===== config.mk =====
export PLATFORM = sky130hd
export DESIGN_NAME = wb_serial_master
export DESIGN_NICKNAME = d
export VERILOG_FILES = /design/src/rtl/wb_serial_master_pkg.sv /design/src/rtl/wb_serial_master_txq.sv /design/src/rtl/wb_serial_master.sv
export SDC_FILE = /design/constraint.sdc
export NUM_CORES = 1
export LEC_CHECK = 0
export CAP_MARGIN = 20
export CORE_MARGIN = 5
export CORE_UTILIZATION = 31
export DETAILED_ROUTE_END_ITERATION = 7
export HOLD_SLACK_MARGIN = 0.06
export PLACE_DENSITY = 0.5
export SLEW_MARGIN = 20
export SYNTH_ARGS = -nofsm -noshare
export SYNTH_HDL_FRONTEND = slang
export SYNTH_SLANG_ARGS = --single-unit
export TNS_END_PERCENT = 30

===== constraint.sdc =====
create_clock -name clk_i -period 2.7 [get_ports clk_i]
set_clock_uncertainty 0.15 [all_clocks]
set_input_delay 0.27 -clock clk_i [delete_from_list [all_inputs] [get_ports clk_i]]
set_output_delay 0.27 -clock clk_i [all_outputs]
set_load 0.03 [all_outputs]

===== src/rtl/wb_serial_master_pkg.sv =====
// Shared definitions for the byte-command Wishbone initiator: FSM state
// encoding, command/response byte values and byte-counter terminal counts.
package wb_serial_master_pkg;

    typedef enum logic [2:0] {
        ST_IDLE = 3'd0,
        ST_ADDR = 3'd1,
        ST_DATA = 3'd2,
        ST_BUS  = 3'd3,
        ST_RESP = 3'd4
    } state_t;

    // Command opcodes received on the serial side
    localparam logic [7:0] CMD_WRITE   = 8'h57;  // 'W'
    localparam logic [7:0] CMD_READ    = 8'h52;  // 'R'

    // Response bytes sent back on the serial side
    localparam logic [7:0] RSP_OK      = 8'h4B;  // 'K'
    localparam logic [7:0] RSP_TIMEOUT = 8'h45;  // 'E'
    localparam logic [7:0] RSP_UNKNOWN = 8'h3F;  // '?'

    // Terminal values of the 2-bit address/data byte counter
    localparam logic [1:0] ADDR_LAST   = 2'd3;
    localparam logic [1:0] DATA_LAST   = 2'd1;

endpackage


===== src/rtl/wb_serial_master_txq.sv =====
// Response byte sequencer: holds up to two bytes and hands them to the
// serial transmitter one at a time, only while the transmitter is idle and
// never in two consecutive cycles, so the transmitter has a cycle to raise
// its busy flag after each strobe.
module wb_serial_txq (
    input  logic       clk,
    input  logic       rst_n,
    input  logic       load,
    input  logic [7:0] byte0,
    input  logic [7:0] byte1,
    input  logic [1:0] count,
    input  logic       tx_busy,
    output logic [7:0] tx_dat,
    output logic       tx_stb,
    output logic       empty
);

    logic [7:0] head_reg;
    logic [7:0] tail_reg;
    logic [1:0] pending_reg;
    logic       gap_reg;
    logic       fire;

    // The strobe is qualified by the live busy input so that it can never
    // appear in a cycle where the transmitter reports busy.
    assign fire   = (pending_reg != 2'd0) && !tx_busy && !gap_reg;
    assign tx_stb = fire;
    assign tx_dat = head_reg;
    assign empty  = (pending_reg == 2'd0);

    // Load a new response, or shift out the head byte when it is accepted.
    always_ff @(posedge clk) begin
        if (!rst_n) begin
            head_reg    <= 8'h00;
            tail_reg    <= 8'h00;
            pending_reg <= 2'd0;
            gap_reg     <= 1'b0;
        end else if (load) begin
            head_reg    <= byte0;
            tail_reg    <= byte1;
            pending_reg <= count;
            gap_reg     <= 1'b0;
        end else if (fire) begin
            head_reg    <= tail_reg;
            pending_reg <= pending_reg - 2'd1;
            gap_reg     <= 1'b1;
        end else begin
            gap_reg     <= 1'b0;
        end
    end

endmodule


===== src/rtl/wb_serial_master.sv =====
// Wishbone initiator driven by a serial byte command stream.
//   'W' a3 a2 a1 a0 d1 d0 : 16-bit write, answered with 'K'
//   'R' a3 a2 a1 a0       : 16-bit read, answered with data[15:8], data[7:0]
//   anything else in IDLE : answered with '?'
// Optional build macro WB_SERIAL_MASTER_TIMEOUT_EN adds an ack timeout of
// TIMEOUT_CYCLES strobed cycles, answered with 'E'; without it a bus cycle
// waits for ack forever.
module wb_serial_master
    import wb_serial_master_pkg::*;
#(
    parameter int unsigned TIMEOUT_CYCLES = 1024
) (
    input  logic        clk_i,
    input  logic        rst_i,
    input  logic [7:0]  rx_dat_i,
    input  logic        rx_stb_i,
    output logic [7:0]  tx_dat_o,
    output logic        tx_stb_o,
    input  logic        tx_busy_i,
    output logic [31:0] wb_adr_o,
    output logic [15:0] wb_dat_o,
    input  logic [15:0] wb_dat_i,
    output logic [1:0]  wb_sel_o,
    output logic        wb_we_o,
    output logic        wb_cyc_o,
    output logic        wb_stb_o,
    input  logic        wb_ack_i,
    output logic        busy_o
);

    state_t      state_reg;
    logic [1:0]  byte_cnt_reg;
    logic        is_write_reg;
    logic [31:0] addr_reg;
    logic [15:0] data_reg;
    logic        cyc_reg;
    logic        stb_reg;
    logic        we_reg;
    logic [1:0]  sel_reg;
    logic [7:0]  resp0_reg;
    logic [7:0]  resp1_reg;
    logic [1:0]  resp_cnt_reg;
    logic        load_reg;
    logic        txq_empty;
    logic        tmo_hit;

    assign wb_adr_o = {addr_reg[31:1], 1'b0};
    assign wb_dat_o = data_reg;
    assign wb_sel_o = sel_reg;
    assign wb_we_o  = we_reg;
    assign wb_cyc_o = cyc_reg;
    assign wb_stb_o = stb_reg;
    assign busy_o   = (state_reg != ST_IDLE);

`ifdef WB_SERIAL_MASTER_TIMEOUT_EN
    localparam logic [15:0] TMO_LAST = 16'(TIMEOUT_CYCLES - 1);

    logic [15:0] tmo_cnt_reg;

    // Count cycles spent with the strobe raised; idle whenever no strobe.
    always_ff @(posedge clk_i) begin
        if (!rst_i || !stb_reg) begin
            tmo_cnt_reg <= 16'd0;
        end else begin
            tmo_cnt_reg <= tmo_cnt_reg + 16'd1;
        end
    end

    // Fires in the last permitted strobed cycle if ack has not arrived.
    assign tmo_hit = stb_reg && (tmo_cnt_reg == TMO_LAST);
`else
    // The limit is always at least 2, so this never fires and BUS waits
    // for ack indefinitely.
    assign tmo_hit = (TIMEOUT_CYCLES == 0);
`endif

    // Command parser, Wishbone cycle control and response selection.
    always_ff @(posedge clk_i) begin
        if (!rst_i) begin
            state_reg    <= ST_IDLE;
            byte_cnt_reg <= 2'd0;
            is_write_reg <= 1'b0;
            addr_reg     <= 32'h0;
            data_reg     <= 16'h0;
            cyc_reg      <= 1'b0;
            stb_reg      <= 1'b0;
            we_reg       <= 1'b0;
            sel_reg      <= 2'b00;
            resp0_reg    <= 8'h00;
            resp1_reg    <= 8'h00;
            resp_cnt_reg <= 2'd0;
            load_reg     <= 1'b0;
        end else begin
            load_reg <= 1'b0;
            unique case (state_reg)
                ST_IDLE: begin
                    if (rx_stb_i) begin
                        byte_cnt_reg <= 2'd0;
                        if (rx_dat_i == CMD_WRITE) begin
                            is_write_reg <= 1'b1;
                            state_reg    <= ST_ADDR;
                        end else if (rx_dat_i == CMD_READ) begin
                            is_write_reg <= 1'b0;
                            state_reg    <= ST_ADDR;
                        end else begin
                            resp0_reg    <= RSP_UNKNOWN;
                            resp1_reg    <= 8'h00;
                            resp_cnt_reg <= 2'd1;
                            load_reg     <= 1'b1;
                            state_reg    <= ST_RESP;
                        end
                    end
                end

                ST_ADDR: begin
                    if (rx_stb_i) begin
                        // Big-endian: first byte ends up in bits 31:24
                        addr_reg <= {addr_reg[23:0], rx_dat_i};
                        if (byte_cnt_reg == ADDR_LAST) begin
                            byte_cnt_reg <= 2'd0;
                            if (is_write_reg) begin
                                state_reg <= ST_DATA;
                            end else begin
                                cyc_reg   <= 1'b1;
                                stb_reg   <= 1'b1;
                                we_reg    <= 1'b0;
                                sel_reg   <= 2'b11;
                                state_reg <= ST_BUS;
                            end
                        end else begin
                            byte_cnt_reg <= byte_cnt_reg + 2'd1;
                        end
                    end
                end

                ST_DATA: begin
                    if (rx_stb_i) begin
                        data_reg <= {data_reg[7:0], rx_dat_i};
                        if (byte_cnt_reg == DATA_LAST) begin
                            byte_cnt_reg <= 2'd0;
                            cyc_reg      <= 1'b1;
                            stb_reg      <= 1'b1;
                            we_reg       <= 1'b1;
                            sel_reg      <= 2'b11;
                            state_reg    <= ST_BUS;
                        end else begin
                            byte_cnt_reg <= byte_cnt_reg + 2'd1;
                        end
                    end
                end

                ST_BUS: begin
                    // cyc is always high here, so ack is only honoured
                    // inside an active cycle; serial input is ignored.
                    if (wb_ack_i) begin
                        cyc_reg  <= 1'b0;
                        stb_reg  <= 1'b0;
                        we_reg   <= 1'b0;
                        sel_reg  <= 2'b00;
                        load_reg <= 1'b1;
                        if (is_write_reg) begin
                            resp0_reg    <= RSP_OK;
                            resp1_reg    <= 8'h00;
                            resp_cnt_reg <= 2'd1;
                        end else begin
                            resp0_reg    <= wb_dat_i[15:8];
                            resp1_reg    <= wb_dat_i[7:0];
                            resp_cnt_reg <= 2'd2;
                        end
                        state_reg <= ST_RESP;
                    end else if (tmo_hit) begin
                        cyc_reg      <= 1'b0;
                        stb_reg      <= 1'b0;
                        we_reg       <= 1'b0;
                        sel_reg      <= 2'b00;
                        load_reg     <= 1'b1;
                        resp0_reg    <= RSP_TIMEOUT;
                        resp1_reg    <= 8'h00;
                        resp_cnt_reg <= 2'd1;
                        state_reg    <= ST_RESP;
                    end
                end

                ST_RESP: begin
                    // load_reg guards the cycle before the queue is filled.
                    if (!load_reg && txq_empty) begin
                        state_reg <= ST_IDLE;
                    end
                end

                default: begin
                    state_reg <= ST_IDLE;
                end
            endcase
        end
    end

    wb_serial_txq u_txq (
        .clk     (clk_i),
        .rst_n   (rst_i),
        .load    (load_reg),
        .byte0   (resp0_reg),
        .byte1   (resp1_reg),
        .count   (resp_cnt_reg),
        .tx_busy (tx_busy_i),
        .tx_dat  (tx_dat_o),
        .tx_stb  (tx_stb_o),
        .empty   (txq_empty)
    );

endmodule


==> impl_metrics.toml <==
[sta]
fin_crit_ps = 2420
hold_ws_ps = 302
final-hold-violation-count = 0
setup_viol = 0
fin_tns_setup_ps = 0
rsz0062_at_grt = "no"
layout_worst_path_cycle_share = 0.897
worst_pin_slew_ps = 586
slew_headroom = 0.609
fmax_ghz = 0.413
drv_slew = 0

[layout]
multi_input_area_um2 = 1650
largest_reg_flops = 32
finish.utilization = 0.404
seq_area_um2 = 1880
nets = 536
drive_above_1_share = 0.101
syn_to_final_growth_pct = 28.4
final_area_um2 = 5080
diodes = 0
fillers = 1289

[die]
die_w_um = 123
rows = 41
die-area_um2 = 15100
core_um2 = 12600
start_util = 0.315
ios = 92
die_height_um = 123

[clocking]
cts.sinks = 94
clockRootBuffer = "clkbuf_16"
clock_path_buffers = 2
cts-resized-gates = 0
post-cts-setup-buffers = 0
clock_latency_ps = 340
h-tree-depth = 3
cts_made_buffers = 9
cts_hold_buf = 0
cts_tree = "done"
clkSlewWorstSetupHoldPaths_ps = 70

[synth]
synth_common_cells = "105 x nand2_1, 94 x dfxtp_1, 57 x a21oi_1, 35 x buf_4, 26 x nor2_1"
synth_top_area_frac = 0.476
yosys_warnings = 0
synth_edf_count = 0
synth.most_common_cell = "nand2_1"
synthDistinctLibCells = 48
ys_top_cells_by_area = "dfxtp_1 48%, nand2_1 10%, a21oi_1 7.2%"
yosysTopAreaCell = "dfxtp_1"
synth_area_um2 = 3950
async_flop_share = 0
ys_ff_latch = 94
yosys_most_used_dff = "dfxtp_1"
synth.yosys.seq_area_share = 0.476
syn_area_per_cell_um2 = 8.75
synth_fp_nets = 485
syn_inst = 452

[global_routing]
grt_use_met2 = 0.188
antenna_found_initial = 0
grt_pass1_wl_um = 14900
busiest_layer = "met2"
use_met1 = 0.173
grt_max_degree = 48
grt_pass1_vias = 2931
grt_use_met3 = 0.0252
grt.overflow.total = 0
grt_usage = 0.125

[routing]
drt_iter0_markers = 250
dr.pass1.iters = 4
drc = 0
post_drt_wl_per_cell_um = 13.9
dr_total_vias = 3107
ant_nets = 0
vias_per_cell = 4.58
wl_um = 9410

[power]
ir_drop_v = 0.000226
p_total_mw = 2.90
power.leakage_nw = 1.74
p_per_area_nw_per_um2 = 571

[worst_setup_path]
rrSetupSlack_ps = 620
path_class = "register to primary output"
cp_data_arrival_time_ps = 2000
startpoint_type = "register"
r2r_cells = 4
cp_data_required_time_ps = 2280
r2r-end = "resp1_reg[2]$_SDFFE_PN0P_"
startpoint = "state_reg[1]$_SDFFE_PN0P_"
worst-path-max-fanout = 15
critPathCaptureType = "primary output"
timing.rr.start = "state_reg[1]$_SDFFE_PN0P_"
endpoint = "busy_o"

[place]
place_area_um2 = 4780
gp_congestion = 0.773
hpwlAfterDp_um = 6600
numPortBuffers = 90

[outcome]
status = "finished clean"

[run]
maxCapViolCount = 0

[hold_path]
min_from = "addr_reg[27]$_SDFFE_PN0P_"
hp-class = "register to register"
==> layout by cell type (no fill, tap or decap), types with 2 or more instances in the layout <==
cell type	count
clkdlybuf4s50_1	89
a32o_1	9
clkinv_2	2
a31oi_1	4
mux2i_1	16
inv_1	13
inv_6	2
buf_4	12
nor2_2	2
o22ai_1	2
nor2_1	25
mux2_2	8
nand3_1	5
a211oi_2	4
nand2b_1	5
ha_1	4
o221a_2	3
nand2_1	105
o21ai_0	6
dfxtp_1	94
nor4_1	2
a21oi_1	57
clkbuf_16	9
==> how the worst min path moves through the flow <==
stage | to | slack, ps | cells past startpoint
floorplan | resp0_reg[7]$_SDFFE_PN0P_ | 250 | 1
global placement | addr_reg[28]$_SDFFE_PN0P_ | 290 | 2
detailed placement | addr_reg[27]$_SDFFE_PN0P_ | 300 | 2
CTS | addr_reg[27]$_SDFFE_PN0P_ | 310 | 2
global route | wb_dat_o[10]$_SDFFE_PN0P_ | 330 | 2
finish | addr_reg[27]$_SDFFE_PN0P_ | 300 | 2
==> metrics by stage <==
stage,setup WS (ps),cells
3_5_place_dp,434,664
2_1_floorplan,625,452
3_3_place_gp,468,664
5_1_grt,156,679
4_1_cts,271,679
6_report,279,679
==> layer usage <==
metal	vias to the layer above	wire (um)	part of all wire
met3	12	490	0.052
met1	1425	4500	0.48
met2	70	4270	0.45
met4	0	152	0.016
li1	1600	-	-
met5	-	0	0
==> report_power, final <==
group / switching (mW) / leakage [nW] / internal [mW]
clock network: 0.528 / 0.149 / 0.741
registers: 0.0190 / 0.760 / 1.41
logic: 0.106 / 0.828 / 0.0996
total: 0.653 / 1.74 / 2.25
==> worst max-delay path: stages, from the launching register on <==
cell and delay, ps:
dfxtp_1 650, nor2_1 220, nand2_1 120, clkdlybuf4s50_1 680
==> cell type report <==
cell class,instances,share of cell area
tap,172,0.0424
clock inverter,5,0.0113
clock buffer,10,0.0471
multi-input combinational,283,0.325
sequential,94,0.371
timing repair buffer,101,0.193
inverter,14,0.0103
==> logic make-up after synthesis <==
group / after synthesis / synth area share
DFF: 94 / 0.476
and+or+nand+nor: 153 / 0.162
buffers and inverters: 75 / 0.108
xor gates and xnor gates: 2 / 0.00633
AOI/OAI and AO/OA: 99 / 0.171
adders and majority gates: 4 / 0.0127
other: 1 / 0.000948
muxes: 24 / 0.0633
(Power assumes the default switching activity.)
